### src/rtl/uncache_wbuf_if.sv
// rtl/uncache_wbuf_if.sv - CPU-side and AXI-side signal bundle for the uncached access buffer
interface uncache_wbuf_if #(
  parameter int ADDR_W = 32,
  parameter int DATA_W = 32,
  parameter int LT_W   = 3
);
  logic                cpu_valid;
  logic                cpu_op;
  logic [ADDR_W-1:0]   cpu_addr;
  logic [DATA_W-1:0]   cpu_wdata;
  logic [DATA_W/8-1:0] cpu_wstrb;
  logic [LT_W-1:0]     cpu_loadType;
  logic                cpu_flush;
  logic                cpu_addr_ok;
  logic                cpu_data_ok;
  logic [DATA_W-1:0]   cpu_rdata;
  logic                rd_req;
  logic [ADDR_W-1:0]   rd_addr;
  logic [LT_W-1:0]     loadType;
  logic                rd_rdy;
  logic                ret_valid;
  logic [DATA_W-1:0]   ret_data;
  logic                wr_req;
  logic [ADDR_W-1:0]   wr_addr;
  logic [DATA_W-1:0]   wr_data;
  logic [DATA_W/8-1:0] wr_wstrb;
  logic                wr_rdy;
  logic                wr_valid;
  logic                empty;

  modport slave (
    input  cpu_valid, cpu_op, cpu_addr, cpu_wdata, cpu_wstrb, cpu_loadType, cpu_flush,
    input  rd_rdy, ret_valid, ret_data, wr_rdy, wr_valid,
    output cpu_addr_ok, cpu_data_ok, cpu_rdata, rd_req, rd_addr, loadType,
    output wr_req, wr_addr, wr_data, wr_wstrb, empty
  );

  modport master (
    output cpu_valid, cpu_op, cpu_addr, cpu_wdata, cpu_wstrb, cpu_loadType, cpu_flush,
    output rd_rdy, ret_valid, ret_data, wr_rdy, wr_valid,
    input  cpu_addr_ok, cpu_data_ok, cpu_rdata, rd_req, rd_addr, loadType,
    input  wr_req, wr_addr, wr_data, wr_wstrb, empty
  );
endinterface

### src/rtl/uncache_wbuf.sv
// rtl/uncache_wbuf.sv - posted uncached store FIFO with in-order drain and serialised loads
// Optional store merging into the tail entry: define UNCACHE_WMERGE_EN.
module uncache_wbuf #(
  parameter int DEPTH  = 4,
  parameter int ADDR_W = 32,
  parameter int DATA_W = 32,
  parameter int LT_W   = 3
) (
  input logic clk,
  input logic rst,
  uncache_wbuf_if.slave bus
);
  localparam int AW = $clog2(DEPTH);
  localparam int SW = DATA_W / 8;

  typedef enum logic [1:0] {W_IDLE, W_REQ, W_WAIT} wstate_t;
  typedef enum logic [1:0] {R_IDLE, R_REQ, R_WAIT, R_DONE} rstate_t;

  wstate_t w_state, w_next;
  rstate_t r_state, r_next;

  logic [ADDR_W-1:0] mem_addr [DEPTH];
  logic [DATA_W-1:0] mem_data [DEPTH];
  logic [SW-1:0]     mem_strb [DEPTH];

  logic [AW-1:0]     wptr, rptr;
  logic [AW:0]       count;
  logic              full, pop, push, merge, store_ok, load_ok, is_empty;
  logic              st_ack, drop;
  logic [ADDR_W-1:0] ld_addr;
  logic [LT_W-1:0]   ld_type;
  logic [DATA_W-1:0] rdata;

  assign full     = (count == (AW+1)'(DEPTH));
  assign pop      = (w_state == W_WAIT) && bus.wr_valid;
  assign is_empty = (count == '0) && (w_state == W_IDLE);

`ifdef UNCACHE_WMERGE_EN
  localparam int BW = $clog2(SW);
  logic [AW-1:0] tail;
  assign tail  = wptr - AW'(1);
  // The head entry must not change once its write has been presented on the bus.
  assign merge = bus.cpu_valid && bus.cpu_op && !bus.cpu_flush && (r_state == R_IDLE) &&
                 (count != '0) && (mem_addr[tail][ADDR_W-1:BW] == bus.cpu_addr[ADDR_W-1:BW]) &&
                 !((tail == rptr) && (w_state != W_IDLE));
`else
  assign merge = 1'b0;
`endif

  assign store_ok = bus.cpu_valid && bus.cpu_op && !bus.cpu_flush && (r_state == R_IDLE) &&
                    (!full || pop || merge);
  assign push     = store_ok && !merge;
  assign load_ok  = bus.cpu_valid && !bus.cpu_op && !bus.cpu_flush && (r_state == R_IDLE) && is_empty;

  always_ff @(posedge clk or posedge rst) begin
    if (rst) begin
      w_state <= W_IDLE;
      r_state <= R_IDLE;
    end else begin
      w_state <= w_next;
      r_state <= r_next;
    end
  end

  always_comb begin
    w_next = w_state;
    case (w_state)
      W_IDLE:  if (count != '0)    w_next = W_REQ;
      W_REQ:   if (bus.wr_rdy)     w_next = W_WAIT;
      W_WAIT:  if (bus.wr_valid)   w_next = W_IDLE;
      default: w_next = W_IDLE;
    endcase
    r_next = r_state;
    case (r_state)
      R_IDLE:  if (load_ok) r_next = R_REQ;
      R_REQ: begin
        // Once rd_rdy is seen the read is on the bus and its response must be consumed.
        if (bus.rd_rdy)         r_next = R_WAIT;
        else if (bus.cpu_flush) r_next = R_IDLE;
      end
      R_WAIT:  if (bus.ret_valid) r_next = (drop || bus.cpu_flush) ? R_IDLE : R_DONE;
      R_DONE:  r_next = R_IDLE;
      default: r_next = R_IDLE;
    endcase
  end

  always_comb begin
    bus.wr_req      = (w_state == W_REQ);
    bus.wr_addr     = bus.wr_req ? mem_addr[rptr] : '0;
    bus.wr_data     = bus.wr_req ? mem_data[rptr] : '0;
    bus.wr_wstrb    = bus.wr_req ? mem_strb[rptr] : '0;
    bus.rd_req      = (r_state == R_REQ);
    bus.rd_addr     = ld_addr;
    bus.loadType    = ld_type;
    bus.cpu_addr_ok = store_ok || load_ok;
    bus.cpu_data_ok = (st_ack && !bus.cpu_flush) || (r_state == R_DONE);
    bus.cpu_rdata   = rdata;
    bus.empty       = is_empty;
  end

  always_ff @(posedge clk or posedge rst) begin
    if (rst) begin
      wptr    <= '0;
      rptr    <= '0;
      count   <= '0;
      st_ack  <= 1'b0;
      drop    <= 1'b0;
      ld_addr <= '0;
      ld_type <= '0;
      rdata   <= '0;
    end else begin
      st_ack <= store_ok;
      if (push) wptr <= wptr + AW'(1);
      if (pop)  rptr <= rptr + AW'(1);
      case ({push, pop})
        2'b10:   count <= count + (AW+1)'(1);
        2'b01:   count <= count - (AW+1)'(1);
        default: count <= count;
      endcase
      if (load_ok) begin
        ld_addr <= bus.cpu_addr;
        ld_type <= bus.cpu_loadType;
      end
      if ((r_state == R_REQ) && bus.rd_rdy)          drop <= bus.cpu_flush;
      else if ((r_state == R_WAIT) && bus.cpu_flush) drop <= 1'b1;
      if ((r_state == R_WAIT) && bus.ret_valid) rdata <= bus.ret_data;
    end
  end

  always_ff @(posedge clk) begin
    if (push) begin
      mem_addr[wptr] <= bus.cpu_addr;
      mem_data[wptr] <= bus.cpu_wdata;
      mem_strb[wptr] <= bus.cpu_wstrb;
    end
`ifdef UNCACHE_WMERGE_EN
    if (store_ok && merge) begin
      for (int b = 0; b < SW; b++)
        if (bus.cpu_wstrb[b]) mem_data[tail][8*b +: 8] <= bus.cpu_wdata[8*b +: 8];
      mem_strb[tail] <= mem_strb[tail] | bus.cpu_wstrb;
    end
`endif
  end
endmodule

### src/flat_wrapper.sv
// flat-port wrapper written by rule: the top's interface ports become plain ports
module uncache_wbuf_flat 
#(
  parameter int DEPTH  = 4,
  parameter int ADDR_W = 32,
  parameter int DATA_W = 32,
  parameter int LT_W   = 3
)
  (clk, rst, bus_cpu_valid, bus_cpu_op, bus_cpu_addr, bus_cpu_wdata, bus_cpu_wstrb, bus_cpu_loadType, bus_cpu_flush, bus_rd_rdy, bus_ret_valid, bus_ret_data, bus_wr_rdy, bus_wr_valid, bus_cpu_addr_ok, bus_cpu_data_ok, bus_cpu_rdata, bus_rd_req, bus_rd_addr, bus_loadType, bus_wr_req, bus_wr_addr, bus_wr_data, bus_wr_wstrb, bus_empty);
  uncache_wbuf_if #(.ADDR_W(ADDR_W), .DATA_W(DATA_W), .LT_W(LT_W)) bus_i ();
  input logic clk;
  input logic rst;
  input wire logic [$bits(bus_i.cpu_valid)-1:0] bus_cpu_valid;
  input wire logic [$bits(bus_i.cpu_op)-1:0] bus_cpu_op;
  input wire logic [$bits(bus_i.cpu_addr)-1:0] bus_cpu_addr;
  input wire logic [$bits(bus_i.cpu_wdata)-1:0] bus_cpu_wdata;
  input wire logic [$bits(bus_i.cpu_wstrb)-1:0] bus_cpu_wstrb;
  input wire logic [$bits(bus_i.cpu_loadType)-1:0] bus_cpu_loadType;
  input wire logic [$bits(bus_i.cpu_flush)-1:0] bus_cpu_flush;
  input wire logic [$bits(bus_i.rd_rdy)-1:0] bus_rd_rdy;
  input wire logic [$bits(bus_i.ret_valid)-1:0] bus_ret_valid;
  input wire logic [$bits(bus_i.ret_data)-1:0] bus_ret_data;
  input wire logic [$bits(bus_i.wr_rdy)-1:0] bus_wr_rdy;
  input wire logic [$bits(bus_i.wr_valid)-1:0] bus_wr_valid;
  output wire logic [$bits(bus_i.cpu_addr_ok)-1:0] bus_cpu_addr_ok;
  output wire logic [$bits(bus_i.cpu_data_ok)-1:0] bus_cpu_data_ok;
  output wire logic [$bits(bus_i.cpu_rdata)-1:0] bus_cpu_rdata;
  output wire logic [$bits(bus_i.rd_req)-1:0] bus_rd_req;
  output wire logic [$bits(bus_i.rd_addr)-1:0] bus_rd_addr;
  output wire logic [$bits(bus_i.loadType)-1:0] bus_loadType;
  output wire logic [$bits(bus_i.wr_req)-1:0] bus_wr_req;
  output wire logic [$bits(bus_i.wr_addr)-1:0] bus_wr_addr;
  output wire logic [$bits(bus_i.wr_data)-1:0] bus_wr_data;
  output wire logic [$bits(bus_i.wr_wstrb)-1:0] bus_wr_wstrb;
  output wire logic [$bits(bus_i.empty)-1:0] bus_empty;
  assign bus_i.cpu_valid = bus_cpu_valid;
  assign bus_i.cpu_op = bus_cpu_op;
  assign bus_i.cpu_addr = bus_cpu_addr;
  assign bus_i.cpu_wdata = bus_cpu_wdata;
  assign bus_i.cpu_wstrb = bus_cpu_wstrb;
  assign bus_i.cpu_loadType = bus_cpu_loadType;
  assign bus_i.cpu_flush = bus_cpu_flush;
  assign bus_i.rd_rdy = bus_rd_rdy;
  assign bus_i.ret_valid = bus_ret_valid;
  assign bus_i.ret_data = bus_ret_data;
  assign bus_i.wr_rdy = bus_wr_rdy;
  assign bus_i.wr_valid = bus_wr_valid;
  assign bus_cpu_addr_ok = bus_i.cpu_addr_ok;
  assign bus_cpu_data_ok = bus_i.cpu_data_ok;
  assign bus_cpu_rdata = bus_i.cpu_rdata;
  assign bus_rd_req = bus_i.rd_req;
  assign bus_rd_addr = bus_i.rd_addr;
  assign bus_loadType = bus_i.loadType;
  assign bus_wr_req = bus_i.wr_req;
  assign bus_wr_addr = bus_i.wr_addr;
  assign bus_wr_data = bus_i.wr_data;
  assign bus_wr_wstrb = bus_i.wr_wstrb;
  assign bus_empty = bus_i.empty;
  uncache_wbuf #(.DEPTH(DEPTH), .ADDR_W(ADDR_W), .DATA_W(DATA_W), .LT_W(LT_W)) u_core (.clk(clk), .rst(rst), .bus(bus_i));
endmodule
### config.mk
export PLATFORM = sky130hd
export DESIGN_NAME = uncache_wbuf_flat
export DESIGN_NICKNAME = d
export VERILOG_FILES = /design/src/rtl/uncache_wbuf_if.sv /design/src/rtl/uncache_wbuf.sv /design/src/flat_wrapper.sv
export SDC_FILE = /design/constraint.sdc
export NUM_CORES = 1
export LEC_CHECK = 0
export BUFFER_PORTS_ARGS = -buffer_cell sky130_fd_sc_hd__buf_2
export CORE_MARGIN = 5
export CORE_UTILIZATION = 52
export CTS_BUF_LIST = sky130_fd_sc_hd__clkbuf_4 sky130_fd_sc_hd__clkbuf_8
export CTS_CLUSTER_SIZE = 10
export DETAILED_ROUTE_END_ITERATION = 10
export PLACE_DENSITY = 0.88
export SLEW_MARGIN = 15
export SYNTH_ARGS = -nofsm -noshare
export SYNTH_HDL_FRONTEND = slang
export SYNTH_SLANG_ARGS = --single-unit
### constraint.sdc
create_clock -name clk -period 3.2 [get_ports clk]
set_input_delay 0.32 -clock clk [delete_from_list [all_inputs] [get_ports clk]]
set_output_delay 0.32 -clock clk [all_outputs]
set_load 0.005 [all_outputs]
* Word-level counts from Yosys, hierarchy flattened
Memories as Yosys holds them, arrays and structs flattened.
Cells that the tools add are included.
** Word-level totals
- Bits in registers :: 80
- Memories :: 3
- Input bits :: 112
- RAM bits :: 272
** Cells by class
- Eq/ne operators :: 14
- Reductions and logical operators :: 29
- $add $sub $neg :: 4
- Muxes and demuxes :: 18
** Memories
- u_core.mem_addr :: depth 4, width 32, rd ports 1, clocked after memory_dff 0, write ports 1, line uncache_wbuf.sv:22 : logic [ADDR_W-1:0] mem_addr [DEPTH];
- u_core.mem_data :: depth 4, width 32, rd ports 1, clocked after memory_dff 0, write ports 1, line uncache_wbuf.sv:23 : logic [DATA_W-1:0] mem_data [DEPTH];
- u_core.mem_strb :: depth 4, width 4, rd ports 1, clocked after memory_dff 0, write ports 1, line uncache_wbuf.sv:24 : logic [SW-1:0] mem_strb [DEPTH];
** Operators by type and width (number)
- 32-bit two-way mux :: 2
- 2-bit two-way mux :: 8
- 1-bit logical AND :: 14
- 2-bit == test (second input constant) :: 4
- 2-bit != test (second input constant) :: 4
- 2-bit one-hot mux with 4 select lines :: 1
- 2-bit by 1-bit == test with 1-bit output (second input constant) :: 3
- 2-bit one-hot mux with 3 select lines :: 1
- 3-bit one-hot mux with 2 select lines :: 1
- 3-bit AND reduction :: 2
- 2-bit by 1-bit adder with 2-bit output (second input constant) :: 2
- 2-bit logical NOT :: 2
- 1-bit logical OR :: 4
- 1-bit two-way mux :: 4
- 4-bit two-way mux :: 1
- 2-bit nonzero test :: 2
- 3-bit by 1-bit adder with 3-bit output (second input constant) :: 1
- 3-bit == test (second input constant) :: 1
- 1-bit logical NOT :: 3
- 3-bit logical NOT :: 1
- 3-bit != test (second input constant) :: 1
- 3-bit nonzero test :: 1
- 3-bit by 1-bit subtractor with 3-bit output (second input constant) :: 1
- 2-bit by 1-bit != test with 1-bit output (second input constant) :: 1

* Longest topological paths before layout
- Depth after elaboration :: 7
- Mapped depth :: 10
- Mapped depth without buffers :: 8

* Worst setup path after synthesis
Ideal clock, no wire load.
- Kind :: reg-to-reg
- From :: register u_core.r_state[0]
- To :: memory u_core.mem_addr[2][0], enable pin
- Clock period less this slack :: 3.048 ns
- Cell stages (with the launch flop) :: 5
- Data arrival time :: 2.615 ns
- Setup time :: 0.433 ns
- Path slack :: 0.152 ns
- Required time :: 2.767 ns
- Path buffers :: 1
- Path through :: dfrtp_1 nor4b_2 o311a_1 buf_6 and2_1
** Between the ends
- Longest elaborated chain between the ends :: 5
** RTL lines
- from (decl) :: line uncache_wbuf.sv:20 : rstate_t r_state, r_next;
- from (signal assigned) :: line uncache_wbuf.sv:61 : r_state <= r_next;
- 2-bit logical NOT :: line uncache_wbuf.sv:50 : assign store_ok = bus.cpu_valid && bus.cpu_op && !bus.cpu_flush && (r_state == R_IDLE) &&
- 1-bit logical AND (2 in series) :: line uncache_wbuf.sv:50
- net u_core.push :: line uncache_wbuf.sv:28 : logic full, pop, push, merge, store_ok, load_ok, is_empty;
- 1-bit two-way mux :: line uncache_wbuf.sv:131 : if (push) begin
- 1-bit two-way mux (not written as such) :: line uncache_wbuf.sv:132 : mem_addr[wptr] <= bus.cpu_addr;
- to (decl) :: line uncache_wbuf.sv:22
The timed path passes the listed nets, and every way through them passes these cells.

* Final worst setup path
- From :: register u_core.rptr[0]
- To :: output port bus_wr_addr[18]
** Between the ends
- Longest elaborated chain between the ends :: 2
** RTL lines
- from (decl) :: line uncache_wbuf.sv:26 : logic [AW-1:0] wptr, rptr;
- from (signal assigned) :: line uncache_wbuf.sv:114 : if (pop) rptr <= rptr + AW'(1);
- memory 4 x 32 bit
- 32-bit two-way mux :: line uncache_wbuf.sv:89 : bus.wr_addr = bus.wr_req ? mem_addr[rptr] : '0;
- to (decl) :: line flat_wrapper.sv:32 : output wire logic [$bits(bus_i.wr_addr)-1:0] bus_wr_addr;
Every way passes these cells.

==> results_dict.tcl <==
set metrics [dict create \
    vdd_drop_max_v 0.000494 \
    cts_tree "built" \
    n_fill_cell 1553 \
    ys.flop_type "edfxtp_1" \
    core.rowCount 58 \
    hold-path-cell-count 3 \
    hpwl_um 18200 \
    p_leak_uw 0.00692 \
    tns_ps 0 \
    synth-edff-count 272 \
    tightest_slew_ps 676 \
    hold_viol 0 \
    cts_buffer_depth 3 \
    max_freq_mhz 348 \
    final_max_slew_viol_count 0 \
    rsz0062_at_grt "no" \
    nNetsFinal 1155 \
    die_w_um 171 \
    wire_per_inst_um 21.8 \
    ys_ff_latch 352 \
    finClkSkew_ps 28.7 \
    gp_congestion 0.793 \
    initialDrtViolationCount 466 \
    critPathBufInv 2 \
    postCtsHoldBufs 107 \
    grt.overflow.total 0 \
    ys.warnings.count 0 \
    area_delta_synth_final_pct 29.0 \
    rr_startpoint "u_core.r_state[0]$_DFFE_PP0P_" \
    yosysTopAreaCell "edfxtp_1" \
    syn_nets 757 \
    relSlewSlack 0.549 \
    via_count 7535 \
    io_pins 252 \
    postCtsSetupBuffers 0 \
    regToRegSetupSlack_ps 860 \
    cts-resized-gates 0 \
    grt_pass1_wl_um 47700 \
    synth_cell_type_count 36 \
    antenna_left 0 \
    finalSetupViolCount 0 \
    drive_gt1_frac 0.441 \
    dpl_cell_area_um2 15200 \
    final_area_um2 17400 \
    async_flop_share 0.227 \
    portBuffers 251 \
    critPathMaxFanout 31 \
    cts.sinks 352 \
    clk_pin_slew_worst_paths_ps 60 \
    worstPathRequired_ps 2880 \
    synth_area_um2 13500 \
    path_cells "buf_4, mux4_2, and2_1, buf_2" \
    cts_buffers 54 \
    period_needed_ps 2870 \
    p_per_area_nw_per_um2 781 \
    postSynthCellCount 639 \
    coreArea_um2 25300 \
    slowest_stage "dfrtp_4" \
    wirelength_um 30800 \
    grt_usage 0.214 \
    worstReg2RegEnd "u_core.count[1]$_DFFE_PP0P_" \
    cpLargestDelayFamily "flip-flops" \
    period_share 0.897 \
    vias_per_cell 5.34 \
    crit_type "reg -> out" \
    dieArea_um2 29200 \
    grt_pass1_vias 8404 \
    ys_seq_area_frac 0.756 \
    outcome "complete, no violations" \
    synthTopCellsByArea "edfxtp_1, dfrtp_1, mux4_2" \
    drt-pass1-iter-count 5 \
    syn_area_per_cell_um2 21.1 \
    clk_latency_ps 590 \
    min_from "bus_ret_valid" \
    synth_most_common_cell "edfxtp_1" \
    worstSetupEndpointType "primary output" \
    netlist.area_leader.share 0.607 \
    root_buffer "clkbuf_8" \
    cpPeakStageDelay_ps 850 \
    antenna_found_initial 1 \
    synthTopCellsByCount "edfxtp_1, dfrtp_1, and2_1" \
    die_y_um 171 \
    cts_max_level 2 \
    drc 0 \
    holdPathEnd "u_core.r_state[1]$_DFFE_PP0P_" \
    initial_core_util 0.531 \
    grt_max_degree 69 \
    hp-class "in -> reg" \
    rr_worst_depth 6 \
    drv_cap 0 \
    cp-start-kind "flop" \
    arrival_ps 2550 \
]
==> cell type report <==
| class | instances | area, um^2 | area share |
|---|---|---|---|
| clock buffers | 77 | 928 | 0.0534 |
| inverters | 8 | 31.3 | 0.00180 |
| flip-flops and latches | 352 | 10200 | 0.586 |
| clock inverters | 23 | 161 | 0.00929 |
| diodes | 1 | 2.50 | 0.000144 |
| well taps | 330 | 413 | 0.0238 |
| multi-input cells | 247 | 3100 | 0.178 |
| repair buffers | 374 | 2560 | 0.147 |
==> metrics by stage <==
step | setup slack (ps) | power [uW] | instances | hold slack [ps] | util
2_1_floorplan | 152 | 8160 | 639 | 418 | -
6_report | 330 | 13600 | 1412 | 79.4 | 0.686
4_1_cts | 240 | 13700 | 1411 | 49.4 | 0.686
3_3_place_gp | 846 | 9720 | 1204 | 415 | 0.600
5_1_grt | 121 | 14400 | 1412 | 71.1 | 0.686
3_5_place_dp | 810 | 9860 | 1204 | 440 | 0.600
==> worst min-delay path, stage by stage <==
cell	delay (ps)
buf_2	100
o21a_1	120
o31ai_1	60
==> report_power, final <==
group	switching, uW	leakage [uW]	internal, uW
registers	511	0.00349	5590
clock network	1650	0.000585	2040
logic	1660	0.00285	2130
==> worst max path at each step <==
stage	cells after the start	from	to
after global routing	4	u_core.rptr[0]$_DFFE_PP0P_	bus_wr_addr[18]
after global placement	9	bus_cpu_flush	u_core.count[2]$_DFFE_PP0P_
after floorplan	4	u_core.r_state[0]$_DFFE_PP0P_	u_core.mem_addr[2][0]$_DFFE_PP_
after CTS	4	u_core.rptr[0]$_DFFE_PP0P_	bus_wr_addr[17]
final	4	u_core.rptr[0]$_DFFE_PP0P_	bus_wr_addr[18]
after detailed placement	9	bus_cpu_flush	u_core.count[2]$_DFFE_PP0P_
==> registers in the layout, summed over array words and instances (netlist names), 3 cells and up <==
| name | flops |
|---|---|
| u_core.bus.loadType | 3 |
| u_core.count | 3 |
| u_core.bus.cpu_rdata | 32 |
| u_core.mem_strb | 16 |
| u_core.mem_addr | 128 |
| u_core.mem_data | 128 |
| u_core.bus.rd_addr | 32 |
==> cell families (layout without fill, tap and decap cells) <==
logic type / after synthesis / after routing / share of synthesized area
flops: 352 / 352 / 0.756
mux: 137 / 137 / 0.172
simple gates: 88 / 88 / 0.0415
buf+inv: 40 / 482 / 0.0157
compound gates: 10 / 10 / 0.00539
fa+ha+maj: 6 / 6 / 0.00614
xor+xnor: 6 / 6 / 0.00390
other cells: 0 / 1 / 0
==> per-layer routing <==
layer	share of wire	routed length [um]	track usage	vias to the layer above
met5	0	0	0	-
met4	0.020	619	0.0579	0
met3	0.090	2780	0.0605	49
met2	0.50	15500	0.360	360
met1	0.39	11900	0.277	3812
li1	-	-	-	3314
==> placed cells by master (no fill, tap or decap), types with 2 or more instances in the layout <==
master and count:
bufinv_16 2, dfrtp_1 78, clkinv_2 10, mux2_1 28, edfxtp_1 272, dfrtp_4 2
clkbuf_4 21, clkinv_1 10, xnor2_1 5, inv_1 7, o21ai_0 3, buf_12 9
dlygate4sd3_1 107, mux4_2 68, clkbuf_8 56, buf_2 251, nand3b_1 2, ha_1 5
buf_4 7, mux2_2 40, and2_4 4, and2_1 68, nand2_1 3, nor2b_1 2
No activity file was read; power rests on OpenSTA's default activity.
